File: src/rtl/jk_seq_stream_sched.sv
// Two-requester round-robin scheduler feeding one serial Mealy recognizer:
// streams the granted word MSB-first on fsm_x and captures fsm_y per bit.
module jk_seq_stream_sched #(
  parameter  int W  = 8,
  localparam int HW = $clog2(W+1)
) (
  input  logic          clk,
  input  logic          rst,
  input  logic          req0,
  input  logic [W-1:0]  data0,
  input  logic          req1,
  input  logic [W-1:0]  data1,
  output logic          gnt0,
  output logic          gnt1,
  output logic          fsm_x,
  output logic          fsm_rst_n,
  input  logic          fsm_y,
  output logic          busy,
  output logic          done,
  output logic [W-1:0]  result,
  output logic [HW-1:0] hits,
  output logic          owner
);

  typedef enum logic [1:0] {IDLE, CLEAR, SHIFT, DONE} state_e;

  state_e        state_q, state_d;
  logic          last_q, last_d;
  logic          win1;
  logic [W-1:0]  sreg_q, sreg_d;
  logic [W-1:0]  cap_q, cap_d;
  logic [HW-1:0] cnt_q, cnt_d;

  logic          gnt0_q, gnt0_d, gnt1_q, gnt1_d;
  logic          x_q, x_d, rstn_q, rstn_d;
  logic          busy_q, busy_d, done_q, done_d;
  logic [W-1:0]  result_q, result_d;
  logic [HW-1:0] hits_q, hits_d;
  logic          owner_q, owner_d;

  function automatic logic [HW-1:0] popcount(input logic [W-1:0] v);
    logic [HW-1:0] c;
    c = '0;
    for (int i = 0; i < W; i++) c = c + HW'(v[i]);
    return c;
  endfunction

  // Tie goes to whoever was not served last; last_q doubles as the owner tag.
  assign win1 = req1 & (~req0 | ~last_q);

  always_ff @(posedge clk or negedge rst) begin
    if (!rst) begin
      state_q  <= IDLE;
      last_q   <= 1'b1;
      gnt0_q   <= 1'b0;
      gnt1_q   <= 1'b0;
      x_q      <= 1'b0;
      rstn_q   <= 1'b0;
      busy_q   <= 1'b0;
      done_q   <= 1'b0;
      result_q <= '0;
      hits_q   <= '0;
      owner_q  <= 1'b0;
    end else begin
      state_q  <= state_d;
      last_q   <= last_d;
      gnt0_q   <= gnt0_d;
      gnt1_q   <= gnt1_d;
      x_q      <= x_d;
      rstn_q   <= rstn_d;
      busy_q   <= busy_d;
      done_q   <= done_d;
      result_q <= result_d;
      hits_q   <= hits_d;
      owner_q  <= owner_d;
    end
  end

  always_ff @(posedge clk) begin
    sreg_q <= sreg_d;
    cap_q  <= cap_d;
    cnt_q  <= cnt_d;
  end

  always_comb begin
    state_d = state_q;
    case (state_q)
      IDLE:    if (req0 || req1) state_d = CLEAR;
      CLEAR:   state_d = SHIFT;
      SHIFT:   if (cnt_q == HW'(W-1)) state_d = DONE;
      DONE:    state_d = IDLE;
      default: state_d = IDLE;
    endcase
  end

  always_comb begin
    last_d = last_q;
    sreg_d = sreg_q;
    cap_d  = cap_q;
    cnt_d  = cnt_q;
    if (state_q == IDLE && (req0 || req1)) begin
      last_d = win1;
      sreg_d = win1 ? data1 : data0;
      cap_d  = '0;
      cnt_d  = '0;
    end else if (state_q == SHIFT) begin
      sreg_d = {sreg_q[W-2:0], 1'b0};
      cap_d  = {cap_q[W-2:0], fsm_y};
      cnt_d  = cnt_q + HW'(1);
    end
  end

  // Outputs are decoded from the next state so every port comes straight off a flop.
  always_comb begin
    gnt0_d   = (state_d == CLEAR) & ~last_d;
    gnt1_d   = (state_d == CLEAR) &  last_d;
    x_d      = (state_d == SHIFT) & sreg_d[W-1];
    rstn_d   = (state_d == SHIFT);
    busy_d   = (state_d != IDLE);
    done_d   = (state_d == DONE);
    result_d = result_q;
    hits_d   = hits_q;
    owner_d  = owner_q;
    if (state_d == DONE) begin
      result_d = cap_d;
      hits_d   = popcount(cap_d);
      owner_d  = last_q;
    end
  end

  assign gnt0      = gnt0_q;
  assign gnt1      = gnt1_q;
  assign fsm_x     = x_q;
  assign fsm_rst_n = rstn_q;
  assign busy      = busy_q;
  assign done      = done_q;
  assign result    = result_q;
  assign hits      = hits_q;
  assign owner     = owner_q;

endmodule
File: config.mk
export PLATFORM = sky130hd
export DESIGN_NAME = jk_seq_stream_sched
export DESIGN_NICKNAME = d
export VERILOG_FILES = /design/src/rtl/jk_seq_stream_sched.sv
export SDC_FILE = /design/constraint.sdc
export NUM_CORES = 1
export LEC_CHECK = 0
export CAP_MARGIN = 20
export CORE_ASPECT_RATIO = 0.8
export CORE_MARGIN = 3
export CORE_UTILIZATION = 53
export CTS_BUF_LIST = sky130_fd_sc_hd__clkbuf_2 sky130_fd_sc_hd__clkbuf_4 sky130_fd_sc_hd__clkbuf_8
export DETAILED_ROUTE_END_ITERATION = 6
export PLACE_DENSITY = 0.82
export SLEW_MARGIN = 20
export SYNTH_ARGS = -nofsm -noshare
export SYNTH_HDL_FRONTEND = slang
export SYNTH_SLANG_ARGS = --single-unit
File: constraint.sdc
create_clock -name clk -period 4.45 [get_ports clk]
set_input_delay 0.89 -clock clk [delete_from_list [all_inputs] [get_ports clk]]
set_output_delay 0.89 -clock clk [all_outputs]
set_load 0.01 [all_outputs]
# [Word-level counts from Yosys, hierarchy flattened]
# Cells that the tools add are included.
[classes] n_eq_ne=7 addsub=8 n_reduce_logical=5 n_bitwise=8 muxes=9
[ops] op="$mux W8" count=5
[ops] op="$add A4 B1 Y4" count=4
[ops] op="$eq A2 B2 Y1 const B" count=4
[ops] op="$pmux W2 S4" count=1
[ops] op="$add A3 B1 Y4" count=1
[ops] op="$add A4 B1 Y4 const B" count=1
[ops] op="$and A1 B1 Y1" count=4
[ops] op="$eq A2 B1 Y1 const B" count=2
[ops] op="$eq A4 B3 Y1 const B" count=1
[ops] op="$mux W2" count=2
[ops] op="$reduce_bool A2 Y1" count=2
[ops] op="$add A2 B1 Y3" count=1
[ops] op="$not A1 Y1" count=3
[ops] op="$add A1 B1 Y2" count=1
[ops] op="$logic_not A2 Y1" count=1
[ops] op="$logic_and A1 B1 Y1" count=1
[ops] op="$logic_or A1 B1 Y1" count=1
[ops] op="$mux W1" count=1
[ops] op="$or A1 B1 Y1" count=1
[totals] word_cells=52 reg_bits=42 out_inout_bits=19

# [Depth between registers and ports, before layout]
[depth] ltp_word=10 mapped_depth=16

# [Worst setup path before layout]
# No wires, ideal clock.
[synth_timing] path_type="input to register" startpoint="in req1" endpoint="reg hits_q[2] (netlist: hits[2])" setup_slack_ps=365 required_time_ps=4325 cell_stages=13 t_arrival_ps=3960 path_cell_list="o21a_1 clkbuf_1 nor2_1 inv_1 fa_1 inv_1 fa_1 fa_1 ha_1 inv_1 fa_1 xnor2_1 mux2_4"
[synth_via] elab_chain_len=10 word_cells_on_any_way=13 classes_between="7 x add/sub; 1 x eq/ne; 3 x mux; 2 x reduce/logical"
[synth_rtl] item="start: declaration" line_no="11" source="input logic req1,"
[synth_rtl] item="$logic_or A1 B1 Y1" line_no="101" source="if (state_q == IDLE && (req0 || req1)) begin"
[synth_rtl] item="$logic_and A1 B1 Y1" line_no="101"
[synth_rtl] item="$mux W8" line_no="101"
[synth_rtl] item="named net cap_d[0]" line_no="31" source="logic [W-1:0] cap_q, cap_d;"
[synth_rtl] item="$add A1 B1 Y2" line_no="44" source="for (int i = 0; i < W; i++) c = c + HW'(v[i]);"
[synth_rtl] item="$add A2 B1 Y3" line_no="44"
[synth_rtl] item="$add A3 B1 Y4" line_no="44"
[synth_rtl] item="$add A4 B1 Y4 (4 in series)" line_no="44"
[synth_rtl] item="end signal: assignment" line_no="74" source="hits_q <= hits_d;"
[synth_rtl] item="end: declaration" line_no="38" source="logic [HW-1:0] hits_q, hits_d;"
# The timed path passes the listed nets, and every way through them passes these cells.
# A chain may end at the register's enable or synchronous reset.

# [Worst setup path in the final report]
# Same ends and word-level chain as after synthesis.

==> summary.txt <==
RSZ-0062 raised after global routing - no
Post CTS Setup Buffer Count - 0
Filler cells - 234
min-delay src - result[2]
MaxCap Viol Count - 0
Max VDD drop - 496 µV
Final GP Congestion - 0.843
dominant synthesized flop cell - dfrtp_1
worst min-delay path class - reg2reg
final hold violations - 0
Finished Layout Cells - 247
chip height - 60.2 µm
drt via density - 5.05
DRT Pass-1 Iters - 4
# port buffers - 39
required time worst endpoint - 4.64 ns
Placement Setup Slack - -0.0593 ns
total track usage - 19.0%
WL per Instance - 15.4 µm
Worst-path clk slew - 0.07 ns
largest fanout on the critical path - 5
DRC - 0
part of the power in the clock network - 14.3%
Cell Rows - 19
NetSw - 0.610 mW
# setup viols final - 0
Layout Nets - 235
Comb pwr share - 48.6%
post-route ant nets - 0
critical setup path kind - in2reg
reg-to-reg slack, setup - 0.44 ns
Clock Path Buffers - 2
Worst Setup Start Kind - primary input
Clock Sinks - 42
sequential share of power - 37.1%
Post-DP HPWL - 2950 µm
drt initial violations - 51
Final Core Density - 72.0%
Post-synth EDFFs - 7
PostCTS Resize Cnt - 0
Final Critical Period - 4.19 ns
Slew @ Worst Pin - 0.927 ns
clock latency on the worst-skew pair - 0.30 ns
Worst Skew - 0.00594 ns
Die Wd - 73.8 µm
Data arrival, critical path - 4.38 ns
Period Utilization, post-route - 94.1%
register area share after synthesis - 52.4%
Crit Reg-Reg Endpoint - hits[2]
Pwr Density - 680 nW/µm²
DRT Wirelength - 3800 µm
Leak - 1.16 nW
die area - 4450 µm²
CTS Buf Count - 5
final slew viol count - 0
DP Cell Count - 239
Antenna diodes - 0
Post-CTS Hold Fix Bufs - 0
Hold Crit Depth - 1
initial antenna violation count - 0
Hold Path End - result[2]
vias in the first global route - 1303
largest net degree at the start of global routing - 23
CTS tree - built
Post-Syn Nets - 188
first-pass GRT wire length - 6020 µm
Synth Area per Inst - 12.4 µm²
status - completed
fmax - 239 MHz
Area Overhead vs Synth - 28.2%
warnings from Yosys - 0
Initial Utilization - 56.2%
Cell Area, Synth - 1950 µm²
FF-to-FF Start - state_q[0]
Internal Power - 1.09 mW
DR vias - 1248
number of distinct library cells after synthesis - 36
share of cells above drive strength 1 - 16.1%
Sw Ratio - 35.9%
R2R depth - 14
setup slack after layout - 0.262 ns
clock root buffer - clkbuf_8
I/O pins - 40
asr flop ratio synth - 52.4%
H-tree Lvls - 2
Syn Inst Count - 157
global route overflow - 0
Rel. slew slack - 38.0%
critical path capture point type - register
Core Area - 3470 µm²
Worst Setup SP - req1
Seq cells post-synth - 42
==> cells in the final DEF, fill, tap and decap left out, types with 2 or more instances in the layout <==
master / netlist / final
clkdlybuf4s50_1: 0 / 39
dfrtp_1: 21 / 21
mux2i_1: 18 / 18
nor2_1: 15 / 15
dfxtp_1: 13 / 13
inv_1: 12 / 12
nand3_1: 8 / 8
mux2_4: 8 / 8
buf_4: 1 / 8
o21ai_0: 7 / 7
edfxtp_1: 7 / 7
ha_1: 6 / 6
clkbuf_8: 0 / 5
mux2_2: 4 / 4
fa_1: 4 / 4
nand2_1: 3 / 3
and2_1: 2 / 2
a21oi_1: 2 / 2
nand2b_1: 2 / 2
xnor2_1: 2 / 2
xor2_1: 2 / 2
==> state kept, by name (all words and copies together), names as in the netlist <==
signal and count:
cnt_q 4, gnt0 1, result 8, owner 1, busy 1, fsm_rst_n 1
gnt1 1, fsm_x 1, last_q 1, cap_q 8, done 1, hits 4
sreg_q 8, state_q 2
==> stage by stage <==
step | hold WS, ns | area, µm² | setup TNS, ns | power (mW)
floorplan | 0.480 | 1950 | 0 | 1.19
global placement | 0.495 | 2410 | 0 | 1.43
detailed placement | 0.497 | 2410 | -0.0593 | 1.47
CTS | 0.515 | 2500 | 0 | 1.71
global route | 0.531 | 2500 | 0 | 1.81
finish | 0.514 | 2500 | 0 | 1.70
==> synthesized netlist by cell type, types with 2 or more instances <==
master / n / area, µm²
inv_1: 12 / 45.0
xor2_1: 2 / 17.5
and2_1: 2 / 12.5
nor2_1: 15 / 56.3
mux2i_1: 18 / 180
xnor2_1: 2 / 17.5
dfrtp_1: 21 / 526
edfxtp_1: 7 / 210
nand2b_1: 2 / 12.5
nand3_1: 8 / 40.0
dfxtp_1: 13 / 260
fa_1: 4 / 80.1
nand2_1: 3 / 11.3
ha_1: 6 / 75.1
mux2_4: 8 / 120
mux2_2: 4 / 45.0
o21ai_0: 7 / 35.0
clkbuf_1: 4 / 15.0
a21oi_1: 2 / 10.0
==> power by group through the flow <==
stage / clock network (mW) / logic [mW] / registers [mW]
floorplan: 0 / 0.537 / 0.651
global route: 0.257 / 0.911 / 0.644
detailed placement: 0 / 0.833 / 0.637
global placement: 0 / 0.805 / 0.629
CTS: 0.246 / 0.835 / 0.632
finish: 0.243 / 0.827 / 0.630
==> worst max-delay path, stage by stage <==
cell and delay, ns:
clkdlybuf4s50_1 0.42, o21a_1 0.25, nor2_1 0.17, inv_1 0.08, fa_1 0.53, inv_1 0.05, fa_1 0.47, fa_1 0.51
ha_1 0.18, inv_1 0.06, fa_1 0.37, xnor2_1 0.13, mux2_4 0.26
==> worst max-delay path by stage <==
stage                         end  depth (start not counted)  slack (ns)
after detailed placement  hits[2]                         13       -0.06
after global placement    hits[2]                         13        0.04
final                     hits[2]                         13        0.26
after floorplan           hits[2]                         13        0.37
after CTS                 hits[2]                         13        0.26
after global routing      hits[2]                         13        0.09
==> layout make-up <==
| type | instances | area [µm²] | share of cell area, % |
|---|---|---|---|
| clock buffer | 6 | 76.3 | 3.05 |
| clock inverter | 2 | 8.76 | 0.351 |
| inverter | 12 | 45.0 | 1.80 |
| multi-input combinational | 96 | 843 | 33.8 |
| sequential | 42 | 1020 | 40.9 |
| tap | 42 | 52.6 | 2.10 |
| timing repair buffer | 47 | 450 | 18.0 |
==> routing by layer <==
layer	GRT usage, %	part of all wire, %	vias to the layer above
met2	28.8	48	17
met4	9.04	2.0	0
met3	7.56	4.2	7
li1	-	-	625
met1	23.7	46	599
met5	0	0	-
==> cells by family (layout without fill, tap and decap cells) <==
group	Yosys count	after routing	share of synthesized area, %
AOI/OAI and AO/OA	13	13	4.94
xor gates and xnor gates	4	4	1.80
adders and majority gates	10	10	7.96
buffers and inverters	19	67	4.30
DFF	42	42	52.4
muxes	30	30	17.7
and+or+nand+nor	39	39	10.8
No activity file was read; power rests on OpenSTA's default activity.
